### src/rtl/permutation_xor_pkg.sv
// -----------------------------------------------------------------------------
// ascon_pack: shared types and constant tables for the ASCON-128 permutation
// datapath.
//   type_state  : 5 x 64-bit state, word [0]=x0 .. [4]=x4
//   ROUND_CONST : round constant per round index (12..15 give 8'h00)
//   SBOX        : 5-bit S-box, index {x0,x1,x2,x3,x4} with x0 as the MSB
//   rotr()      : 64-bit rotate right
// -----------------------------------------------------------------------------
package ascon_pack;

  typedef logic [0:4][63:0] type_state;

  localparam logic [0:15][7:0] ROUND_CONST = {
    8'hf0, 8'he1, 8'hd2, 8'hc3, 8'hb4, 8'ha5, 8'h96, 8'h87,
    8'h78, 8'h69, 8'h5a, 8'h4b, 8'h00, 8'h00, 8'h00, 8'h00
  };

  localparam logic [0:31][4:0] SBOX = {
    5'h04, 5'h0b, 5'h1f, 5'h14, 5'h1a, 5'h15, 5'h09, 5'h02,
    5'h1b, 5'h05, 5'h08, 5'h12, 5'h1d, 5'h03, 5'h06, 5'h1c,
    5'h1e, 5'h13, 5'h07, 5'h0e, 5'h00, 5'h0d, 5'h11, 5'h18,
    5'h10, 5'h0c, 5'h01, 5'h19, 5'h16, 5'h0a, 5'h0f, 5'h17
  };

  function automatic logic [63:0] rotr(input logic [63:0] x, input int n);
    return (x >> n) | (x << (64 - n));
  endfunction

endpackage

### src/rtl/permutation_xor_round.sv
// -----------------------------------------------------------------------------
// permutation_xor_round: one combinational ASCON round, pc -> ps -> pl.
//   state_i [320] : round input state
//   round_i [4]   : round index, selects the round constant
//   state_o [320] : round output state
// -----------------------------------------------------------------------------
module permutation_xor_round
  import ascon_pack::*;
(
  input  type_state   state_i,
  input  logic [3:0]  round_i,
  output type_state   state_o
);

  type_state pc;
  type_state ps;
  logic [4:0] sbox_out;

  // NOTE: every variable assigned in always_comb gets a default first so no
  // path can leave it unassigned and infer a latch.
  always_comb begin
    pc        = state_i;
    pc[2]     = state_i[2] ^ {56'h0, ROUND_CONST[round_i]};
    ps        = '0;
    sbox_out  = '0;
    // Bit-slice j across the five words forms one S-box lookup.
    for (int j = 0; j < 64; j++) begin
      sbox_out = SBOX[{pc[0][j], pc[1][j], pc[2][j], pc[3][j], pc[4][j]}];
      ps[0][j] = sbox_out[4];
      ps[1][j] = sbox_out[3];
      ps[2][j] = sbox_out[2];
      ps[3][j] = sbox_out[1];
      ps[4][j] = sbox_out[0];
    end
  end

  assign state_o[0] = ps[0] ^ rotr(ps[0], 19) ^ rotr(ps[0], 28);
  assign state_o[1] = ps[1] ^ rotr(ps[1], 61) ^ rotr(ps[1], 39);
  assign state_o[2] = ps[2] ^ rotr(ps[2],  1) ^ rotr(ps[2],  6);
  assign state_o[3] = ps[3] ^ rotr(ps[3], 10) ^ rotr(ps[3], 17);
  assign state_o[4] = ps[4] ^ rotr(ps[4],  7) ^ rotr(ps[4], 41);

endmodule

### src/rtl/permutation_xor.sv
// -----------------------------------------------------------------------------
// permutation_xor: ASCON-128 datapath core, one permutation round per clock
// with optional key/data XOR stages before and after the round.
//   clock_i, resetb_i        : rising-edge clock, async active-low reset
//   en_i                     : state register write enable
//   sel_i                    : 0 = state_i feeds the round, 1 = state register
//   state_i, round_i         : external state, round index 0..11
//   data_i, key_i            : 64-bit data block, 128-bit key {K_hi,K_lo}
//   en_xor_data_i            : begin stage x0 ^= data_i
//   en_xor_key_begin_i       : begin stage x1 ^= K_hi, x2 ^= K_lo
//   en_cypher_begin_i        : capture x0 after the begin stage
//   en_xor_key_end_i         : end stage x3 ^= K_hi, x4 ^= K_lo
//   en_xor_lsb_i             : end stage x4 ^= 1 (domain separation)
//   en_tag_end_i             : capture {x3,x4} after the end stage
//   cypher_o, tag_o, state_o : registered ciphertext word, tag, state
// -----------------------------------------------------------------------------
module permutation_xor
  import ascon_pack::*;
(
  input  logic          clock_i,
  input  logic          resetb_i,
  input  logic          en_i,
  input  logic          sel_i,
  input  type_state     state_i,
  input  logic [3:0]    round_i,
  input  logic [63:0]   data_i,
  input  logic [127:0]  key_i,
  input  logic          en_xor_data_i,
  input  logic          en_xor_key_begin_i,
  input  logic          en_cypher_begin_i,
  input  logic          en_xor_key_end_i,
  input  logic          en_xor_lsb_i,
  input  logic          en_tag_end_i,
  output logic [63:0]   cypher_o,
  output logic [127:0]  tag_o,
  output type_state     state_o
);

  type_state     state_q, state_d;
  type_state     begin_s, round_s;
  logic [63:0]   cypher_q;
  logic [127:0]  tag_q;

  always_comb begin
    begin_s = sel_i ? state_q : state_i;
    if (en_xor_data_i)      begin_s[0] = begin_s[0] ^ data_i;
    if (en_xor_key_begin_i) begin
      begin_s[1] = begin_s[1] ^ key_i[127:64];
      begin_s[2] = begin_s[2] ^ key_i[63:0];
    end
  end

  permutation_xor_round u_round (
    .state_i (begin_s),
    .round_i (round_i),
    .state_o (round_s)
  );

  always_comb begin
    state_d = round_s;
    if (en_xor_key_end_i) begin
      state_d[3] = state_d[3] ^ key_i[127:64];
      state_d[4] = state_d[4] ^ key_i[63:0];
    end
    if (en_xor_lsb_i) state_d[4] = state_d[4] ^ 64'h1;
  end

  // NOTE: sequential state uses non-blocking assignments so every register
  // samples pre-edge values regardless of block ordering.
  // NOTE: all three registers clear asynchronously; a reset mid-permutation
  // discards the round in flight and the sequencer restarts with sel_i=0.
  always_ff @(posedge clock_i or negedge resetb_i) begin
    if (!resetb_i) begin
      state_q  <= '0;
      cypher_q <= '0;
      tag_q    <= '0;
    end else begin
      if (en_i)              state_q  <= state_d;
      // Capture enables are independent of en_i.
      if (en_cypher_begin_i) cypher_q <= begin_s[0];
      if (en_tag_end_i)      tag_q    <= {state_d[3], state_d[4]};
    end
  end

  assign state_o  = state_q;
  assign cypher_o = cypher_q;
  assign tag_o    = tag_q;

endmodule

### config.mk
export PLATFORM = sky130hd
export DESIGN_NAME = permutation_xor
export DESIGN_NICKNAME = d
export VERILOG_FILES = /design/src/rtl/permutation_xor_pkg.sv /design/src/rtl/permutation_xor_round.sv /design/src/rtl/permutation_xor.sv
export SDC_FILE = /design/constraint.sdc
export NUM_CORES = 2
export LEC_CHECK = 0
export ABC_CLOCK_PERIOD_IN_PS = 5300
export CORE_AREA = 2 2 405 407
export CTS_BUF_LIST = sky130_fd_sc_hd__clkbuf_4 sky130_fd_sc_hd__clkbuf_8
export DETAILED_ROUTE_END_ITERATION = 10
export DIE_AREA = 0 0 407 409
export PLACE_DENSITY_LB_ADDON = 0.05
export SYNTH_ARGS = -nofsm -noshare
export SYNTH_HDL_FRONTEND = slang
export SYNTH_SLANG_ARGS = --single-unit
### constraint.sdc
create_clock -name clock_i -period 5.3 [get_ports clock_i]
set_input_delay 1.06 -clock clock_i [delete_from_list [all_inputs] [get_ports clock_i]]
set_output_delay 1.06 -clock clock_i [all_outputs]
set_load 0.02 [all_outputs]
# [Word-level counts from Yosys, hierarchy flattened]
# Memory sizes are Yosys's and may differ from the RTL's.
# Index checks and enable logic that the tools add are counted.
# W data, S select, Z words.
[totals] reg_bits=512 romBits=10368 output_inout_bits=512 n_memories=65
[memory_table] name="(name not given)" depth=32 width=5 read_ports=1 rd_ports_with_merged_regs=0 write_ports=0 line_no="permutation_xor_round.sv:28" rtl="sbox_out = SBOX[{pc[0][j], pc[1][j], pc[2][j], pc[3][j], pc[4][j]}];"
[memory_table] name="(name not given)" depth=32 width=5 read_ports=1 rd_ports_with_merged_regs=0 write_ports=0 line_no="permutation_xor_round.sv:28"
[memory_table] name="(name not given)" depth=32 width=5 read_ports=1 rd_ports_with_merged_regs=0 write_ports=0 line_no="permutation_xor_round.sv:28"
[memory_table] name="(name not given)" depth=32 width=5 read_ports=1 rd_ports_with_merged_regs=0 write_ports=0 line_no="permutation_xor_round.sv:28"
[memory_table] name="(name not given)" depth=32 width=5 read_ports=1 rd_ports_with_merged_regs=0 write_ports=0 line_no="permutation_xor_round.sv:28"
[memory_table] name="(name not given)" depth=32 width=5 read_ports=1 rd_ports_with_merged_regs=0 write_ports=0 line_no="permutation_xor_round.sv:28"
[memory_table] name="+59 memories"
[classes] magnitude_cmp=65 mux=135 bitwise=92
[op_table] operator="$xor A64 B64 Y64" n=15
[op_table] operator="$mux W5" n=128
[op_table] operator="$ge A6 B6 Y1 const B" n=64
[op_table] operator="$not A5 Y6" n=64
[op_table] operator="$mux W320" n=1
[op_table] operator="$mux W128" n=2
[op_table] operator="$mux W64" n=1
[op_table] operator="$or A23 B64 Y64" n=1
[op_table] operator="$or A25 B64 Y64" n=1
[op_table] operator="$or A3 B64 Y64" n=1
[op_table] operator="$or A36 B64 Y64" n=1
[op_table] operator="$or A45 B64 Y64" n=1
[op_table] operator="$or A47 B64 Y64" n=1
[op_table] operator="$or A54 B64 Y64" n=1
[op_table] operator="$or A57 B64 Y64" n=1
[op_table] operator="$or A58 B64 Y64" n=1
[op_table] operator="$or A63 B64 Y64" n=1
[op_table] operator="$xor A64 B8 Y64" n=1
[op_table] operator="$mux W8" n=2
[op_table] operator="$ge A5 B5 Y1 const B" n=1
[op_table] operator="$not A4 Y5" n=1
[op_table] operator="$mux W1" n=1
[op_table] operator="$not A1 Y1" n=1

# [Longest topological paths before layout]
[depth] depth_word=16 depth_mapped=14

# [By module]
# A second synthesis with hierarchy kept.
[hier_totals] cells_unflattened=4850 hier_area_um2=44906.8
[by_module_without_submodules] module="permutation_xor" n_inst=1 cells_per_inst=2395 area_each_um2=26075.0
[by_module_without_submodules] module="permutation_xor_round" n_inst=1 cells_per_inst=2455 area_each_um2=18831.8

# [Worst setup path before layout]
# No wires, ideal clock.
[synth_path] path_type="input -> register" from="input port sel_i" to="register state_q (netlist bit state_o[233])" arrival_time_ns=3.638 required_ns=5.175 path_slack_ns=1.537 stages=12 path_cell_list="buf_6 -> buf_12 -> buf_12 -> buf_8 -> buf_6 -> buf_6 -> mux2i_1 -> ha_1 -> mux2i_1 -> xor2_1 -> xor3_1 -> mux2_2"
[synth_between] elab_chain_cells=11
[synth_lines] item="start: declaration" line_no="permutation_xor.sv:23" rtl="input logic sel_i,"
[synth_lines] item="$mux W320 (*)" line_no="permutation_xor.sv:45" rtl="begin_s = sel_i ? state_q : state_i;"
[synth_lines] item="$xor A64 B64 Y64" line_no="permutation_xor.sv:49" rtl="begin_s[2] = begin_s[2] ^ key_i[63:0];"
[synth_lines] item="$mux W128" line_no="permutation_xor.sv:47" rtl="if (en_xor_key_begin_i) begin"
[synth_lines] item="$xor A64 B8 Y64" line_no="permutation_xor_round.sv:23" rtl="pc[2] = state_i[2] ^ {56'h0, ROUND_CONST[round_i]};"
[synth_lines] item="$not A5 Y6 (implied by the code)" line_no="permutation_xor_round.sv:28"
[synth_lines] item="$mem_v2 Z32 W5"
[synth_lines] item="$mux W5 (implied by the code) (2 in series)" line_no="permutation_xor_round.sv:28"
[synth_lines] item="$or A3 B64 Y64" line_no="permutation_xor_pkg.sv:26" rtl="return (x >> n) | (x << (64 - n));"
[synth_lines] item="$xor A64 B64 Y64" line_no="permutation_xor_round.sv:38" rtl="assign state_o[1] = ps[1] ^ rotr(ps[1], 61) ^ rotr(ps[1], 39);"
[synth_lines] item="$xor A64 B64 Y64 (*)" line_no="permutation_xor_round.sv:38"
[synth_lines] item="end signal: assignment" line_no="permutation_xor.sv:78" rtl="if (en_i) state_q <= state_d;"
[synth_lines] item="end: declaration" line_no="permutation_xor.sv:39" rtl="type_state state_q, state_d;"
# Mark *: on every way between the ends. The rest lies on a longest branch, timed or not. The select of a mux whose other input is x is not followed.
# A chain may end at the register's enable or synchronous reset.

# [Worst setup path after layout]
[layout_path] from="input port sel_i" to="register state_q (netlist bit state_o[11])"
[layout_between] elab_chain_cells=13
[layout_lines] item="$mux W320 (*)" line_no="permutation_xor.sv:45"
[layout_lines] item="$xor A64 B64 Y64" line_no="permutation_xor.sv:49"
[layout_lines] item="$mux W128" line_no="permutation_xor.sv:47"
[layout_lines] item="$xor A64 B8 Y64" line_no="permutation_xor_round.sv:23"
[layout_lines] item="$not A5 Y6 (implied by the code)" line_no="permutation_xor_round.sv:28"
[layout_lines] item="$mem_v2 Z32 W5"
[layout_lines] item="$mux W5 (implied by the code) (2 in series)" line_no="permutation_xor_round.sv:28"
[layout_lines] item="$or A57 B64 Y64" line_no="permutation_xor_pkg.sv:26"
[layout_lines] item="$xor A64 B64 Y64" line_no="permutation_xor_round.sv:41" rtl="assign state_o[4] = ps[4] ^ rotr(ps[4], 7) ^ rotr(ps[4], 41);"
[layout_lines] item="$xor A64 B64 Y64 (*)" line_no="permutation_xor_round.sv:41"
[layout_lines] item="$xor A64 B64 Y64" line_no="permutation_xor.sv:63" rtl="state_d[4] = state_d[4] ^ key_i[63:0];"
[layout_lines] item="$mux W128 (*)" line_no="permutation_xor.sv:61" rtl="if (en_xor_key_end_i) begin"
# Marked as above.

==> out/summary.md <==
The run finished with clean final reports. Number of instances in the synthesized netlist: 4,182. At the pin with the least slew margin, the transition time is 1.33 ns.

The count of buffers added on input and output ports is 1,037. Setup violations remaining at the end of the flow were counted as 0. STA classifies the critical path startpoint as an input port. The number of gates resized after CTS was 0.

The number of sinks driven by the clock tree was 512. At the end of routability-driven placement, the weighted congestion stood at 0.921. STA puts the critical path data required time at 6.04 ns. After synthesis, the netlist uses 36 different library cells. In the synthesized netlist the dominant register cell turns out to be dfrtp_1.

The logs give 0 for the number of max-slew violations in the final report and 2,381 for the count of routing violations after the opening detailed-route iteration. The remaining global-route overflow is 0, and the area growth from synthesis to final layout is 40.8%. The tools report the clock insertion delay at the later pin of the skew report as 0.83 ns.

The tools report the worst reg2reg path startpoint as state_o[308]. From left edge to right edge, the die measures 407 um. Area of all placed cells without fillers: 62,600 um^2. The wire length per cell after detailed routing is 34.5 um, and the residual antenna-violating net count after detailed routing is 0. The tools report the number of vias after detailed routing as 37,027. In the layout the commonest cells are clkdlybuf4s50_1, xnor2_1, mux2i_1, dfrtp_1, xor2_1.

The average instance in the mapped netlist occupies 10.6 um^2. The run gives 30 as the initial antenna violation count. The run gives 92 as the pin count of the biggest net entering global routing. In the final layout, the share of cells above drive strength 1 is 17.9%. The number of clock buffers inserted by TritonCTS was 110. For this run, design rule violations remaining after detail routing come to 0. Fraction of synthesis flops using an asynchronous set or reset pin: 100%. The run gives 162,000 um^2 as the placeable core region.

The worst setup path is of the input port to flop kind. During synthesis, Yosys emitted a total of 0 warnings. For the count of fill cells added during filler insertion, the log shows 16,234. Detailed placement finished with a half-perimeter wire length of 231,000 um. The net count of the finished layout is 6,232.

Counting along the longest clock path gives a buffer depth of 3. Yosys mapped a number of flops with a built-in enable equal to 0. The number of cells traversed by the worst register-to-register path was 10; the number of hold buffers added after CTS was 0. The synthesized netlist occupies a cell area of 44,500 um^2.

After clock tree synthesis, the clock-pin slew on the worst setup and hold paths is 0.06 ns. After the flow finishes, the layout carries non-filler instances totaling 7,862. Measured against its own limit, the worst slew margin works out to 8.88%. The initial utilization of the core area, before any placement, comes to 27.4%. The first global-routing pass estimated 353,000 um of wire.

The final critical path time including I/O delays and setup was 4.09 ns. The tools report the cell at the root of the clock tree as clkbuf_8. For the final routed database, the setup TNS stands at 0 ns. The die outline area is 166,000 um^2. The tightest min-delay check is of the input port to async pin type.

TritonCTS built the clock tree. The total setup buffers inserted after CTS came out at 0. The critical path endpoint category is a flop. In the routed layout, each cell is associated on average with a via count of 4.71. The final critical path takes up 77.1% of the cycle. The logs give 4.83 ns for the arrival time reported for the critical path endpoint and 0.0479 ns for the maximum clock skew at final layout. Across the run, the number of max-cap violations was 0.

For the first-pass iteration count of the detailed router, the log shows 5. The run gives 31.9% as the overall global routing resource usage. The register-to-register path setup slack is 1.88 ns.

The final layout contains routed wiring with a total length of 271,000 um. The largest fanout on the critical path is 24, and the sequential element share of the synthesized area is 28.8%. The clock tree synthesis step divided the H-tree into 3 levels.

The most common cell after layout, fill and taps aside is clkdlybuf4s50_1. The boundary pin count is 1,038, and the vertical extent of the die is 409 um. After floorplanning, the core was divided into 148 placement rows. Setup repair after global routing left no endpoint under its margin. The number of flip-flops and latches in the synthesized netlist is 512, and the net count of the mapped netlist is 4,836. In this run the critical register-to-register path is captured at state_o[11]. For the top achievable clock speed, the log shows 0.245 GHz. The logs give 0 for the number of endpoints with negative hold slack in the final report and 37,829 for the number of global-route vias before repair. In this run, placement finished with an instance count of 7,641. The instance area after placement was 60,000 um^2.
==> registers in the layout, indices dropped and copies added (netlist names) <==
name and cells:
cypher_o 64, state_o 320, tag_o 128
==> per-layer routing <==
layer,wire [um],up-vias,GRT usage (%),part of all wire [%]
met5,94,-,0,0.035
met4,8480,14,9.42,3.1
met3,16800,286,6.06,6.2
met2,131000,1322,54.4,48
met1,115000,18720,40.4,42
li1,-,16685,-,-
==> critical path, cell delays in order <==
cell	delay [ns]
buf_8	0.32
buf_12	0.28
buf_4	0.20
buf_4	0.15
mux2i_1	0.09
xnor2_1	0.45
buf_4	0.29
xor2_1	0.08
mux2i_1	0.25
buf_4	0.17
xor2_1	0.72
xnor2_1	0.29
buf_4	0.24
a21oi_1	0.16
==> cell families after synthesis <==
logic type	count (synthesis)	share of synthesized area [%]
muxes	851	20.9
AOI/OAI and AO/OA	247	2.92
buffers and inverters	366	3.77
and+or+nand+nor	625	5.35
adders and majority gates	250	6.38
xor gates and xnor gates	1331	31.9
DFF	512	28.8
==> Yosys cell counts (2+ instances only) <==
cell      number  area (um^2)
xnor2_1      648         5680
mux2i_1      544         5450
dfrtp_1      512        12800
xor2_1       475         4160
nand2_1      382         1430
nor2_1       232          871
a21oi_1      227         1140
mux2_2       227         2560
inv_1        215          807
ha_1         128         1600
maj3_1       109         1090
clkbuf_1     108          405
xnor3_1      103         2320
mux2i_2       59          812
xnor2_2       51          830
xor3_1        43         1020
buf_6         23          259
mux2i_4       20          450
maj3_2        13          146
xor2_2        11          179
a21oi_2        9         78.8
buf_2          6         30.0
buf_4          6         45.0
and2_1         5         31.3
buf_12         4         80.1
a21boi_0       3         22.5
buf_8          3         45.0
nand3b_1       3         22.5
o21ai_0        3         15.0
nor2b_1        2         12.5
o21a_1         2         15.0
o32a_1         2         20.0
==> layout make-up <==
cell class	instances	area [um^2]	share of cell area [%]
well taps	2175	2720	4.35
flip-flops and latches	512	12800	20.5
repair buffers	1435	13700	21.8
inverters	215	807	1.29
diodes	21	52.6	0.0839
multi-input cells	3304	30000	48.0
clock buffers	172	2210	3.53
clock inverters	28	297	0.474
==> worst max-delay path by stage <==
stage | end | depth (start not counted) | start | slack, ns
2_1_floorplan | state_o[233] | 12 | sel_i | 1.54
3_3_place_gp | state_o[11] | 14 | sel_i | 0.37
3_5_place_dp | state_o[11] | 14 | sel_i | 0.34
4_1_cts | tag_o[11] | 14 | sel_i | 1.23
5_1_grt | tag_o[11] | 14 | sel_i | 1.14
6_report | state_o[11] | 14 | sel_i | 1.21
==> metrics by stage <==
| stage | worst slack, ns | hold slack [ns] | util, % |
|---|---|---|---|
| 2_1_floorplan | 1.54 | 0.605 | - |
| 4_1_cts | 1.23 | 0.207 | 38.6 |
| 3_3_place_gp | 0.368 | 0.491 | 37.1 |
| 6_report | 1.21 | 0.197 | 38.6 |
| 5_1_grt | 1.14 | 0.220 | 38.6 |
| 3_5_place_dp | 0.342 | 0.496 | 37.1 |
Power is left out: the tool's default activity adds up to more than one toggle a clock period on the data nets, which glitch-free logic cannot reach.
